**config.mk**
```make
export PLATFORM = sky130hd
export DESIGN_NAME = mic_fir_scheduler
export DESIGN_NICKNAME = d
export VERILOG_FILES = /design/src/rtl/mic_fir_scheduler.sv
export SDC_FILE = /design/constraint.sdc
export NUM_CORES = 1
export LEC_CHECK = 0
export BUFFER_PORTS_ARGS = -buffer_cell sky130_fd_sc_hd__buf_2
export CORE_UTILIZATION = 51
export DETAILED_ROUTE_END_ITERATION = 10
export GPL_TIMING_DRIVEN = 1
export PLACE_DENSITY = 0.8
export RECOVER_POWER = 25
export SETUP_SLACK_MARGIN = 0.5
export SLEW_MARGIN = 0
export SYNTH_ARGS = -nofsm -noshare
export SYNTH_HDL_FRONTEND = slang
export SYNTH_SLANG_ARGS = --single-unit
export TNS_END_PERCENT = 50
```
**constraint.sdc**
```tcl
create_clock -name clk_in -period 2.4 [get_ports clk_in]
set_input_delay 0.36 -clock clk_in [delete_from_list [all_inputs] [get_ports clk_in]]
set_output_delay 0.36 -clock clk_in [all_outputs]
set_load 0.02 [all_outputs]
```
**src/rtl/mic_fir_scheduler.sv**
```systemverilog
// Time-shares one decimating FIR across CHANNELS microphone channels: serialises each captured
// frame into the FIR, regathers the gained results and presents them as one parallel frame.
module mic_fir_scheduler #(
    parameter int unsigned CHANNELS   = 4,
    parameter int unsigned IN_WIDTH   = 24,
    parameter int unsigned OUT_WIDTH  = 16,
    parameter int unsigned GAIN_SHIFT = 6,
    parameter int unsigned IDX_WIDTH  = $clog2(CHANNELS)
) (
    input  logic                          clk_in,
    input  logic                          rst_in,
    input  logic                          s_valid,
    input  logic [CHANNELS*IN_WIDTH-1:0]  s_data,
    output logic                          s_ready,
    output logic                          fir_in_tvalid,
    input  logic                          fir_in_tready,
    output logic [IN_WIDTH-1:0]           fir_in_tdata,
    output logic [IDX_WIDTH-1:0]          fir_in_tuser,
    input  logic                          fir_out_tvalid,
    output logic                          fir_out_tready,
    input  logic [OUT_WIDTH-1:0]          fir_out_tdata,
    input  logic [IDX_WIDTH-1:0]          fir_out_tuser,
    output logic                          m_valid,
    input  logic                          m_ready,
    output logic [CHANNELS*OUT_WIDTH-1:0] m_data,
    output logic                          overrun,
    output logic                          chan_err
);
    localparam int unsigned CntWidth  = $clog2(CHANNELS + 1);
    localparam int unsigned WideWidth = OUT_WIDTH + GAIN_SHIFT;
    localparam logic [CntWidth-1:0]  ChanCnt = CntWidth'(CHANNELS);
    localparam logic [IDX_WIDTH-1:0] LastIdx = IDX_WIDTH'(CHANNELS - 1);

    typedef enum logic [1:0] {StIdle, StIssue, StWait, StOutput} state_e;

    state_e                 state_q, state_d;
    logic [IDX_WIDTH-1:0]   tx_idx_q, tx_idx_d;
    logic [CntWidth-1:0]    rx_idx_q, rx_idx_d;
    logic [IN_WIDTH-1:0]    frame_q [CHANNELS];
    logic [IN_WIDTH-1:0]    frame_d [CHANNELS];
    logic [OUT_WIDTH-1:0]   res_q [CHANNELS];
    logic [OUT_WIDTH-1:0]   res_d [CHANNELS];
    logic                   overrun_q, overrun_d;
    logic                   chan_err_q, chan_err_d;

    logic                   fir_in_hs;
    logic                   fir_out_hs;
    logic [IDX_WIDTH-1:0]   rx_lane;
    logic [WideWidth-1:0]   gain_wide;
    logic [GAIN_SHIFT:0]    gain_top;
    logic [OUT_WIDTH-1:0]   gain_sat;

    // Sign-extended shift is exact in WideWidth; saturate when the bits above the
    // output sign bit disagree.
    always_comb begin
        gain_wide = {{GAIN_SHIFT{fir_out_tdata[OUT_WIDTH-1]}}, fir_out_tdata} << GAIN_SHIFT;
        gain_top  = gain_wide[WideWidth-1:OUT_WIDTH-1];
        if ((&gain_top) || (~|gain_top)) begin
            gain_sat = gain_wide[OUT_WIDTH-1:0];
        end else if (gain_wide[WideWidth-1]) begin
            gain_sat = {1'b1, {(OUT_WIDTH-1){1'b0}}};
        end else begin
            gain_sat = {1'b0, {(OUT_WIDTH-1){1'b1}}};
        end
    end

    always_comb begin
        s_ready        = (state_q == StIdle);
        fir_in_tvalid  = (state_q == StIssue);
        fir_in_tdata   = frame_q[tx_idx_q];
        fir_in_tuser   = tx_idx_q;
        fir_out_tready = ((state_q == StIssue) || (state_q == StWait)) && (rx_idx_q < ChanCnt);
        m_valid        = (state_q == StOutput);
        overrun        = overrun_q;
        chan_err       = chan_err_q;
        m_data         = '0;
        for (int i = 0; i < int'(CHANNELS); i++) begin
            m_data[i*OUT_WIDTH +: OUT_WIDTH] = res_q[i];
        end
    end

    assign fir_in_hs  = fir_in_tvalid && fir_in_tready;
    assign fir_out_hs = fir_out_tvalid && fir_out_tready;
    assign rx_lane    = rx_idx_q[IDX_WIDTH-1:0];

    always_comb begin
        state_d    = state_q;
        tx_idx_d   = tx_idx_q;
        rx_idx_d   = rx_idx_q;
        frame_d    = frame_q;
        res_d      = res_q;
        overrun_d  = s_valid && (state_q != StIdle);
        chan_err_d = 1'b0;

        // Results are stored by arrival order; a wrong echoed index only raises chan_err.
        if (fir_out_hs) begin
            res_d[rx_lane] = gain_sat;
            rx_idx_d       = rx_idx_q + CntWidth'(1);
            chan_err_d     = (fir_out_tuser != rx_lane);
        end

        unique case (state_q)
            StIdle: begin
                if (s_valid) begin
                    for (int i = 0; i < int'(CHANNELS); i++) begin
                        frame_d[i] = s_data[i*IN_WIDTH +: IN_WIDTH];
                    end
                    tx_idx_d = '0;
                    rx_idx_d = '0;
                    state_d  = StIssue;
                end
            end
            StIssue: begin
                if (fir_in_hs) begin
                    tx_idx_d = tx_idx_q + IDX_WIDTH'(1);
                    if (tx_idx_q == LastIdx) begin
                        state_d = (rx_idx_d == ChanCnt) ? StOutput : StWait;
                    end
                end
            end
            StWait: begin
                // Look at the next count so m_valid rises right after the last result.
                if (rx_idx_d == ChanCnt) begin
                    state_d = StOutput;
                end
            end
            StOutput: begin
                if (m_ready) begin
                    state_d = StIdle;
                end
            end
            default: state_d = StIdle;
        endcase
    end

    always_ff @(posedge clk_in or negedge rst_in) begin
        if (!rst_in) begin
            state_q    <= StIdle;
            tx_idx_q   <= '0;
            rx_idx_q   <= '0;
            overrun_q  <= 1'b0;
            chan_err_q <= 1'b0;
            for (int i = 0; i < int'(CHANNELS); i++) begin
                frame_q[i] <= '0;
                res_q[i]   <= '0;
            end
        end else begin
            state_q    <= state_d;
            tx_idx_q   <= tx_idx_d;
            rx_idx_q   <= rx_idx_d;
            overrun_q  <= overrun_d;
            chan_err_q <= chan_err_d;
            frame_q    <= frame_d;
            res_q      <= res_d;
        end
    end

endmodule

```
# Word-level counts from Yosys, hierarchy flattened
# Index checks and enable logic that the tools add are counted.
# W data, S select, Z words.
[classes]
div = 0
n_bitwise = 2
multipliers = 0
shifts = 0
muxes = 22
order_cmp = 4
n_eq_ne = 11
n_reduce_logical = 16
add_sub_neg = 2
[op_table]
columns = ["cell", "count"]
rows = [
  ["$bwmux W64", 1],
  ["$bmux W24 S2", 1],
  ["$mux W16", 3],
  ["$mux W24", 2],
  ["$demux W16 S2", 1],
  ["$mux W2", 7],
  ["$mux W3", 3],
  ["$ne A2 B1 Y1 const B", 4],
  ["$pmux W2 S4", 1],
  ["$reduce_and A7 Y1", 1],
  ["$reduce_or A7 Y1", 1],
  ["$eq A2 B2 Y1 const B", 3],
  ["$ge A3 B3 Y1 const B", 2],
  ["$not A2 Y3", 2],
  ["$logic_and A1 B1 Y1", 5],
  ["$reduce_and A5 Y1", 1],
  ["$pmux W2 S2", 1],
  ["$reduce_bool A2 Y1", 2],
  ["$add A3 B1 Y3 const B", 1],
  ["$eq A3 B3 Y1 const B", 1],
  ["$lt A3 B1 Y1 const B", 1],
  ["$lt A3 B3 Y1 const B", 1],
  ["$reduce_and A3 Y1", 1],
  ["$add A2 B1 Y2 const B", 1],
  ["other kinds (8)", 10],
]
[word_totals]
out_inout_bits = 96
elab_cells = 70
mem_bits_ro = 0
mem_count = 0
mem_bits_rw = 0
inputBits = 120
latchBits = 0
regBits = 169

# Longest topological paths before layout
# Gate-level depths: netlist of the first run.
[logic_depth]
word_depth = 10
mapped_depth = 9

# Worst setup path before layout of the first run
# Ideal clock, no wire load.
[synth_path]
path_kind = "flip-flop to output port"
from = "reg tx_idx_q[0] (netlist: fir_in_tuser[0])"
to = "out fir_in_tdata[0]"
arrival_ps = 1632
path_buffers = 2
path_stages_with_launch = 4
required_ps = 2040
slack_ps = 408
cell_sequence = "dfrtp_1 buf_2 buf_2 mux4_2"
[synth_between]
elab_chain_cells = 4
[synth_rtl]
columns = ["element", "line_no", "rtl"]
rows = [
  ["from (decl)", "37", "logic [IDX_WIDTH-1:0] tx_idx_q, tx_idx_d;"],
  ["from (signal assigned)", "149", "tx_idx_q <= tx_idx_d;"],
  ["$not A2 Y3 (implied by the code)", "70", "fir_in_tdata = frame_q[tx_idx_q];"],
  ["$bmux W24 S2", "70", ""],
  ["$mux W24 (implied by the code) (2 in series)", "70", ""],
  ["to (decl)", "17", "output logic [IN_WIDTH-1:0] fir_in_tdata,"],
]
# No other way between the ends. The select of a mux whose other input is x is not followed.

# Final worst setup path of the first run
[layout_path]
from = "reg tx_idx_q[0] (netlist: fir_in_tuser[0])"
to = "out fir_in_tdata[2]"
# The elaborated chain is that of the path after synthesis.

==> results of run 1 <==
==> flip-flops by register name, indices dropped and copies added (netlist names) <==
register and flops:
frame_q 96, chan_err 1, state_q 2, fir_in_tuser 2, overrun 1, rx_idx_q 3
m_data 44
==> cell usage after synthesis, types with 3 or more instances <==
cell,number
nor2_1,40
a31oi_1,9
mux4_2,24
a21oi_1,49
nor2b_1,4
inv_1,13
nand2_1,22
mux2_1,97
buf_2,21
dfrtp_1,149
ha_1,9
xnor2_1,3
o21ai_1,6
and2_1,3
buf_4,23
==> cells in the final DEF (no fill, tap or decap), types with 8 or more instances in the layout <==
cell and count:
a21oi_1 49, a31oi_1 9, buf_2 205, buf_4 18
buf_6 9, clkbuf_16 17, dfrtp_1 146, ha_1 8
inv_1 12, mux2_1 97, mux4_2 24, nand2_1 21
nor2_1 40
==> path summary, 6_finish.rpt <==
kind | slack [ns] | cells past startpoint | endpoint | start
worst max-delay path | 0.26 | 4 | fir_in_tdata[2] | fir_in_tuser[0]
worst min-delay path | 0.15 | 2 | frame_q[43] | s_data[67]
worst max register to register | 0.44 | 6 | state_q[1] | state_q[1]
worst min register to register | 0.47 | 2 | m_data[47] | m_data[47]
max in group asynchronous | 0.53 | 3 | state_q[0] | rst_in
min in group asynchronous | 0.78 | 2 | m_data[28] | rst_in
==> area by class of cell <==
cell class	count	area share
inverters	15	0.00645
flip-flops and latches	149	0.427
clock inverters	13	0.0235
clock buffers	19	0.0507
well taps	172	0.0246
multi-input cells	289	0.298
repair buffers	244	0.169
diodes	1	0.000286
==> report_power, final <==
| group | total (uW) | leakage, uW | internal [uW] | switching (uW) |
|---|---|---|---|---|
| clock network | 2890 | 0.000321 | 1870 | 1020 |
| logic | 6050 | 0.00208 | 2800 | 3250 |
| registers | 4500 | 0.00176 | 3790 | 704 |
| total | 13400 | 0.00416 | 8460 | 4980 |
==> per-layer routing <==
layer,part of all wire,routed length [um],up-vias,GRT usage
li1,-,-,2193,-
met1,0.38,6140,2440,0.295
met2,0.51,8180,203,0.419
met3,0.080,1280,36,0.0815
met4,0.027,438,0,0.115
met5,0,0,-,0
==> worst reg2reg max path: cells and delay by family (launching register included) <==
family                     cells  cell delay (ns)
AOI/OAI and AO/OA              2             0.44
adders and majority gates      1             0.30
DFF                            1             0.40
buffers and inverters          1             0.11
muxes                          1             0.36
and+or+nand+nor                1             0.24
==> metrics by stage <==
stage | total power [uW] | instance area, sq um | worst slack (ns) | cells | utilization
CTS | 13300 | 8620 | 0.239 | 892 | 0.681
global route | 14200 | 8730 | 0.212 | 901 | 0.689
finish | 13400 | 8730 | 0.264 | 902 | 0.689
floorplan | 8400 | 6650 | 0.451 | 500 | -
detailed placement | 10100 | 7840 | 0.286 | 854 | 0.619
global placement | 9760 | 7840 | 0.456 | 854 | 0.619
==> timing repair <==
| item | CTS | global route |
|---|---|---|
| hold buffers | 1 | 0 |
| setup endpoints to repair | 46 | 60 |
| gates resized for setup | 14 | 15 |
| cloned | 2 | 0 |
| endpoints found under the hold margin | 47 | 0 |
| pin swaps | 0 | 4 |
| buffers inserted | 3 | 9 |
==> logic make-up after synthesis <==
logic type	Yosys count	share of synthesized area
flip-flops	149	0.561
multiplexers	121	0.246
AND/OR/NAND/NOR	81	0.0563
AO/OA/AOI/OAI	75	0.0640
buffers and inverters	62	0.0520
adder cells (fa/ha/maj)	9	0.0169
XOR/XNOR	3	0.00395
==> reports/metrics.cfg, run 1 <==
[status]
status = complete, no violations

[drt]
vias = 4872
drc = 0
drt_iter0_drc = 277
drtPass1Iterations = 5
routed_wl_um = 16000
vias_per_cell = 5.40
routedWlPerCell_um = 17.8
antenna_left = 0

[yosys]
ys_ff_latch = 149
synth_edf_count = 0
synth_cell_type_count = 36
seq_area_frac_synth = 0.561
syn-num-nets = 629
synthArstFlopShare = 1.00
yosysTopAreaCellShare = 0.561
synthFlopType = dfrtp_1
yosysWarnings = 0
syn-cell-area_sq_mm = 0.00665
syn_inst = 500
yosys-top-cells-area = dfrtp_1 (56%), mux2_1 (16%), mux4_2 (8.1%)
yosys.area.top_type = dfrtp_1
syn_avg_cell_area_sq_um = 13.3

[sta]
rsz0062_at_grt = yes
maxSlewViolCount = 0
hold_viol_final = 0
fin_crit_ns = 2.14
fmax_mhz = 468
finalCritPeriodShare = 0.890
worst_pin_slew_ns = 1.32
holdWs_ns = 0.148
slew_headroom = 0.120
setup_viol = 0
tns_ns = 0
fin_worst_skew_ns = 0.00444

[clocking]
h-tree-depth = 4
clock-root-buffer = clkbuf_16
clockBufferDepth = 2
cts_tree = yes
worstSkewPairLatency_ns = 0.42
clk_pin_slew_ns = 0.06
cts_made_buffers = 17
cts_sinks = 149

[placed_design]
portBuffers = 215
place_congestion = 0.843
dp_hpwl_um = 11200

[floorplanning]
die_y_um = 116
ios = 216
std_cell_rows = 41
dieArea_sq_mm = 0.0135
coreArea_sq_mm = 0.0127
initial_core_util = 0.524
dieWidth_um = 116

[global_route]
track_usage = 0.250
grt_overflow = 0
antenna_found_initial = 1
grt_pass1_wl_um = 25000
grt_pass1_vias = 5016
grt_max_degree = 52

[final_layout]
syn2layout_area_growth_pct = 31.4
n_fill_cell = 911
drive_gt1_frac = 0.429
multi_input_area_sq_mm = 0.00260
register_area_sq_mm = 0.00373
final_nets = 845

[power_and_ir_drop]
leakage_uw = 0.00416
irDropWorstVdd_uv = 975
powerDensity_mw_per_mm2 = 1540

[setup_path]
critPathMaxStageDelay_ns = 0.51
cp_top_family = multiplexers
cp-end-kind = primary output
crit_buf_inv = 3
worstPathCellList = buf_12 > buf_16 > mux4_2 > buf_6
crit_required_ns = 2.04
cp.arrival_ns = 1.78
path_max_fanout = 6
cp_slowest_cell = mux4_2
crit_type = reg2out
setup.worst_path.start_class = flop

[worst_hold_path]
holdCritPathClass = in2reg

[flow_run]
drv_cap = 0

(Power assumes the default switching activity.)
==> inputs of run 2 (changes only) <==
--- a/config.mk
+++ b/config.mk
@@ -6,10 +6,10 @@
 export NUM_CORES = 1
 export LEC_CHECK = 0
 export BUFFER_PORTS_ARGS = -buffer_cell sky130_fd_sc_hd__buf_2
-export CORE_UTILIZATION = 51
+export CORE_UTILIZATION = 46
 export DETAILED_ROUTE_END_ITERATION = 10
 export GPL_TIMING_DRIVEN = 1
-export PLACE_DENSITY = 0.8
+export PLACE_DENSITY = 0.76
 export RECOVER_POWER = 25
 export SETUP_SLACK_MARGIN = 0.5
 export SLEW_MARGIN = 0
==> constraint.sdc (replaced) <==
create_clock -name clk_in -period 1.8 [get_ports clk_in]
set_input_delay 0.27 -clock clk_in [delete_from_list [all_inputs] [get_ports clk_in]]
set_output_delay 0.27 -clock clk_in [all_outputs]
set_load 0.02 [all_outputs]
==> run 2 against run 1 <==
The run now ends with negative setup slack left. Cell area increased by 22%. Cell count increased by 7.5%. Setup slack got worse by 0.49 ns. Sequential power increased by 41%. Worst hold slack got worse by 0.072 ns. Non-clock buffer count increased by 54.
==> reports/metrics.cfg, run 2 (same netlist as run 1, synthesis figures left out) <==
[status]
status = finished with violations  ; was complete, no violations
violations = negative setup slack

[sta]
setup_viol = 106  ; was 0
fmax_mhz = 493
maxSlewViolCount = 0  ; unchanged
finalCritPeriodShare = 1.13
tns_ns = -9.63  ; was 0 ns
fin_crit_ns = 2.03
fin_worst_skew_ns = 0.00985  ; was 0.00444 ns
hold_viol_final = 0  ; unchanged
worst_pin_slew_ns = 0.969  ; was 1.32 ns
holdWs_ns = 0.0760  ; was 0.148 ns
rsz0062_at_grt = yes  ; unchanged
slew_headroom = 0.354  ; was 0.120
worst_slack_ns = -0.227  ; was 0.264 ns

[global_route]
grt_overflow = 0  ; unchanged
grt_pass1_vias = 5458  ; was 5016
track_usage = 0.260  ; was 0.250
grt_max_degree = 51  ; was 52
antenna_found_initial = 4  ; was 1
grt_pass1_wl_um = 29000  ; was 25000 um

[final_layout]
largest_register = frame_q  ; unchanged
final_cell_mix = buf_2 (169), dfrtp_1 (144), mux2_4 (96)  ; was buf_2 (205), dfrtp_1 (146), mux2_1 (97)
register_area_sq_mm = 0.00373  ; about the same
drive_gt1_frac = 0.710  ; was 0.429
n_fill_cell = 813  ; was 911
final_common_cell = buf_2  ; unchanged
syn2layout_area_growth_pct = 60.4  ; was 31.4%
multi_input_area_sq_mm = 0.00356  ; was 0.00260 sq mm
largest_reg_flops = 96  ; unchanged
final_nets = 902  ; was 845

[clocking]
clk_pin_slew_ns = 0.06  ; about the same
h-tree-depth = 4  ; unchanged
cts_sinks = 149  ; unchanged
clockBufferDepth = 2  ; unchanged
worstSkewPairLatency_ns = 0.42  ; about the same
clock-root-buffer = clkbuf_16  ; unchanged
cts_made_buffers = 17  ; unchanged
cts_tree = yes  ; unchanged

[placed_design]
portBuffers = 215  ; unchanged
dp_hpwl_um = 11300  ; was 11200 um
place_congestion = 0.856  ; was 0.843

[floorplanning]
initial_core_util = 0.475  ; was 0.524
std_cell_rows = 43  ; was 41
coreArea_sq_mm = 0.0140  ; was 0.0127 sq mm
dieArea_sq_mm = 0.0149  ; was 0.0135 sq mm
ios = 216  ; unchanged
die_y_um = 122  ; was 116 um
dieWidth_um = 122  ; was 116 um

[setup_path]
setup.worst_path.start_class = flop  ; unchanged
crit_required_ns = 1.53  ; was 2.04 ns
reg2regPathDepth = 6  ; unchanged
path_max_fanout = 13  ; was 6
cp.arrival_ns = 1.76  ; was 1.78 ns
reg2reg_slack_ns = -0.11  ; was 0.44 ns
crit_type = reg2out  ; unchanged
r2r-start = state_q[0]  ; was state_q[1]
r2r-end = state_q[1]  ; unchanged
cp-end-kind = primary output  ; unchanged

[drt]
routedWlPerCell_um = 20.1  ; was 17.8 um
drc = 0  ; unchanged
antenna_left = 0  ; unchanged
vias = 5228  ; was 4872
drt_iter0_drc = 341  ; was 277
routed_wl_um = 19500  ; was 16000 um
vias_per_cell = 5.39  ; was 5.40
drtPass1Iterations = 4  ; was 5

[worst_hold_path]
holdCritPathClass = in2reg  ; unchanged
holdPathEnd = frame_q[85]  ; was frame_q[43]
worstHoldPathCells = 2  ; unchanged
min_from = s_data[13]  ; was s_data[67]

[flow_run]
drv_cap = 0  ; unchanged

[power_and_ir_drop]
leakage_uw = 0.00517  ; was 0.00416 uW
irDropWorstVdd_uv = 1180  ; was 975 uV
powerDensity_mw_per_mm2 = 2070  ; was 1540 mW/mm^2

run 2: cell count changes in the layout (fill, tap and decap cells not counted), moves of 31 or more:
| cell | before | now |
|---|---|---|
| a21oi_1 | 49 | 18 |
| mux2_4 | 0 | 96 |
| buf_6 | 9 | 67 |
| a21oi_2 | 0 | 31 |
| mux2_1 | 97 | 1 |
| buf_2 | 205 | 169 |
run 2: worst max-delay path by stage:
stage | cells after the start | from | slack, ns | end
6_report | 3 | fir_in_tuser[0] | -0.23 | fir_in_tdata[23]
5_1_grt | 3 | fir_in_tuser[0] | -0.30 | fir_in_tdata[23]
4_1_cts | 3 | fir_in_tuser[0] | -0.24 | fir_in_tdata[16]
3_5_place_dp | 6 | state_q[1] | -0.04 | state_q[1]
3_3_place_gp | 6 | state_q[1] | 0.03 | state_q[1]
2_1_floorplan | 6 | state_q[0] | -0.007 | state_q[1]
run 2: layout make-up:
cell class / instances / share of cell area
clock inverters: 9 / 0.00951
inverters: 15 / 0.00528
diodes: 4 / 0.000939
repair buffers: 298 / 0.234
well taps: 180 / 0.0211
clock buffers: 23 / 0.0448
flip-flops and latches: 149 / 0.350
multi-input cells: 292 / 0.334
run 2: what timing repair did:
action / CTS / global route
endpoints found under the hold margin: 37 / 0
gates cloned: 11 / 2
pin swaps: 48 / 38
hold buffers: 1 / 0
buffers inserted: 22 / 18
endpoints found under the setup margin: 202 / 210
gates resized for setup: 224 / 86
run 2: stage by stage:
| step | util | std cells | total power [uW] | instance area (sq um) | setup slack (ns) |
|---|---|---|---|---|---|
| 2_1_floorplan | - | 500 | 12200 | 7070 | -0.00707 |
| 3_3_place_gp | 0.592 | 880 | 14000 | 8270 | 0.0291 |
| 3_5_place_dp | 0.592 | 880 | 14400 | 8270 | -0.0419 |
| 4_1_cts | 0.725 | 946 | 20600 | 10100 | -0.240 |
| 5_1_grt | 0.762 | 970 | 23100 | 10700 | -0.299 |
| 6_report | 0.762 | 970 | 22000 | 10700 | -0.227 |
run 2: worst max-delay path, stage by stage, from the launching register on:
cell     delay (ns)
dfrtp_2        0.43
buf_12         0.19
mux4_2         0.53
buf_2          0.18
run 2: per-layer routing:
layer	wire length (um)	track usage	up-vias	part of all wire
met5	0	0	-	0
met4	567	0.121	0	0.029
met3	867	0.0520	43	0.044
met2	10200	0.436	175	0.52
met1	7910	0.325	2697	0.41
li1	-	-	2313	-
run 2: power breakdown:
part           switching [uW]  internal, uW  total [uW]
clock network            1380          2140        3520
registers                1280          5070        6350
logic                    5480          6680       12200
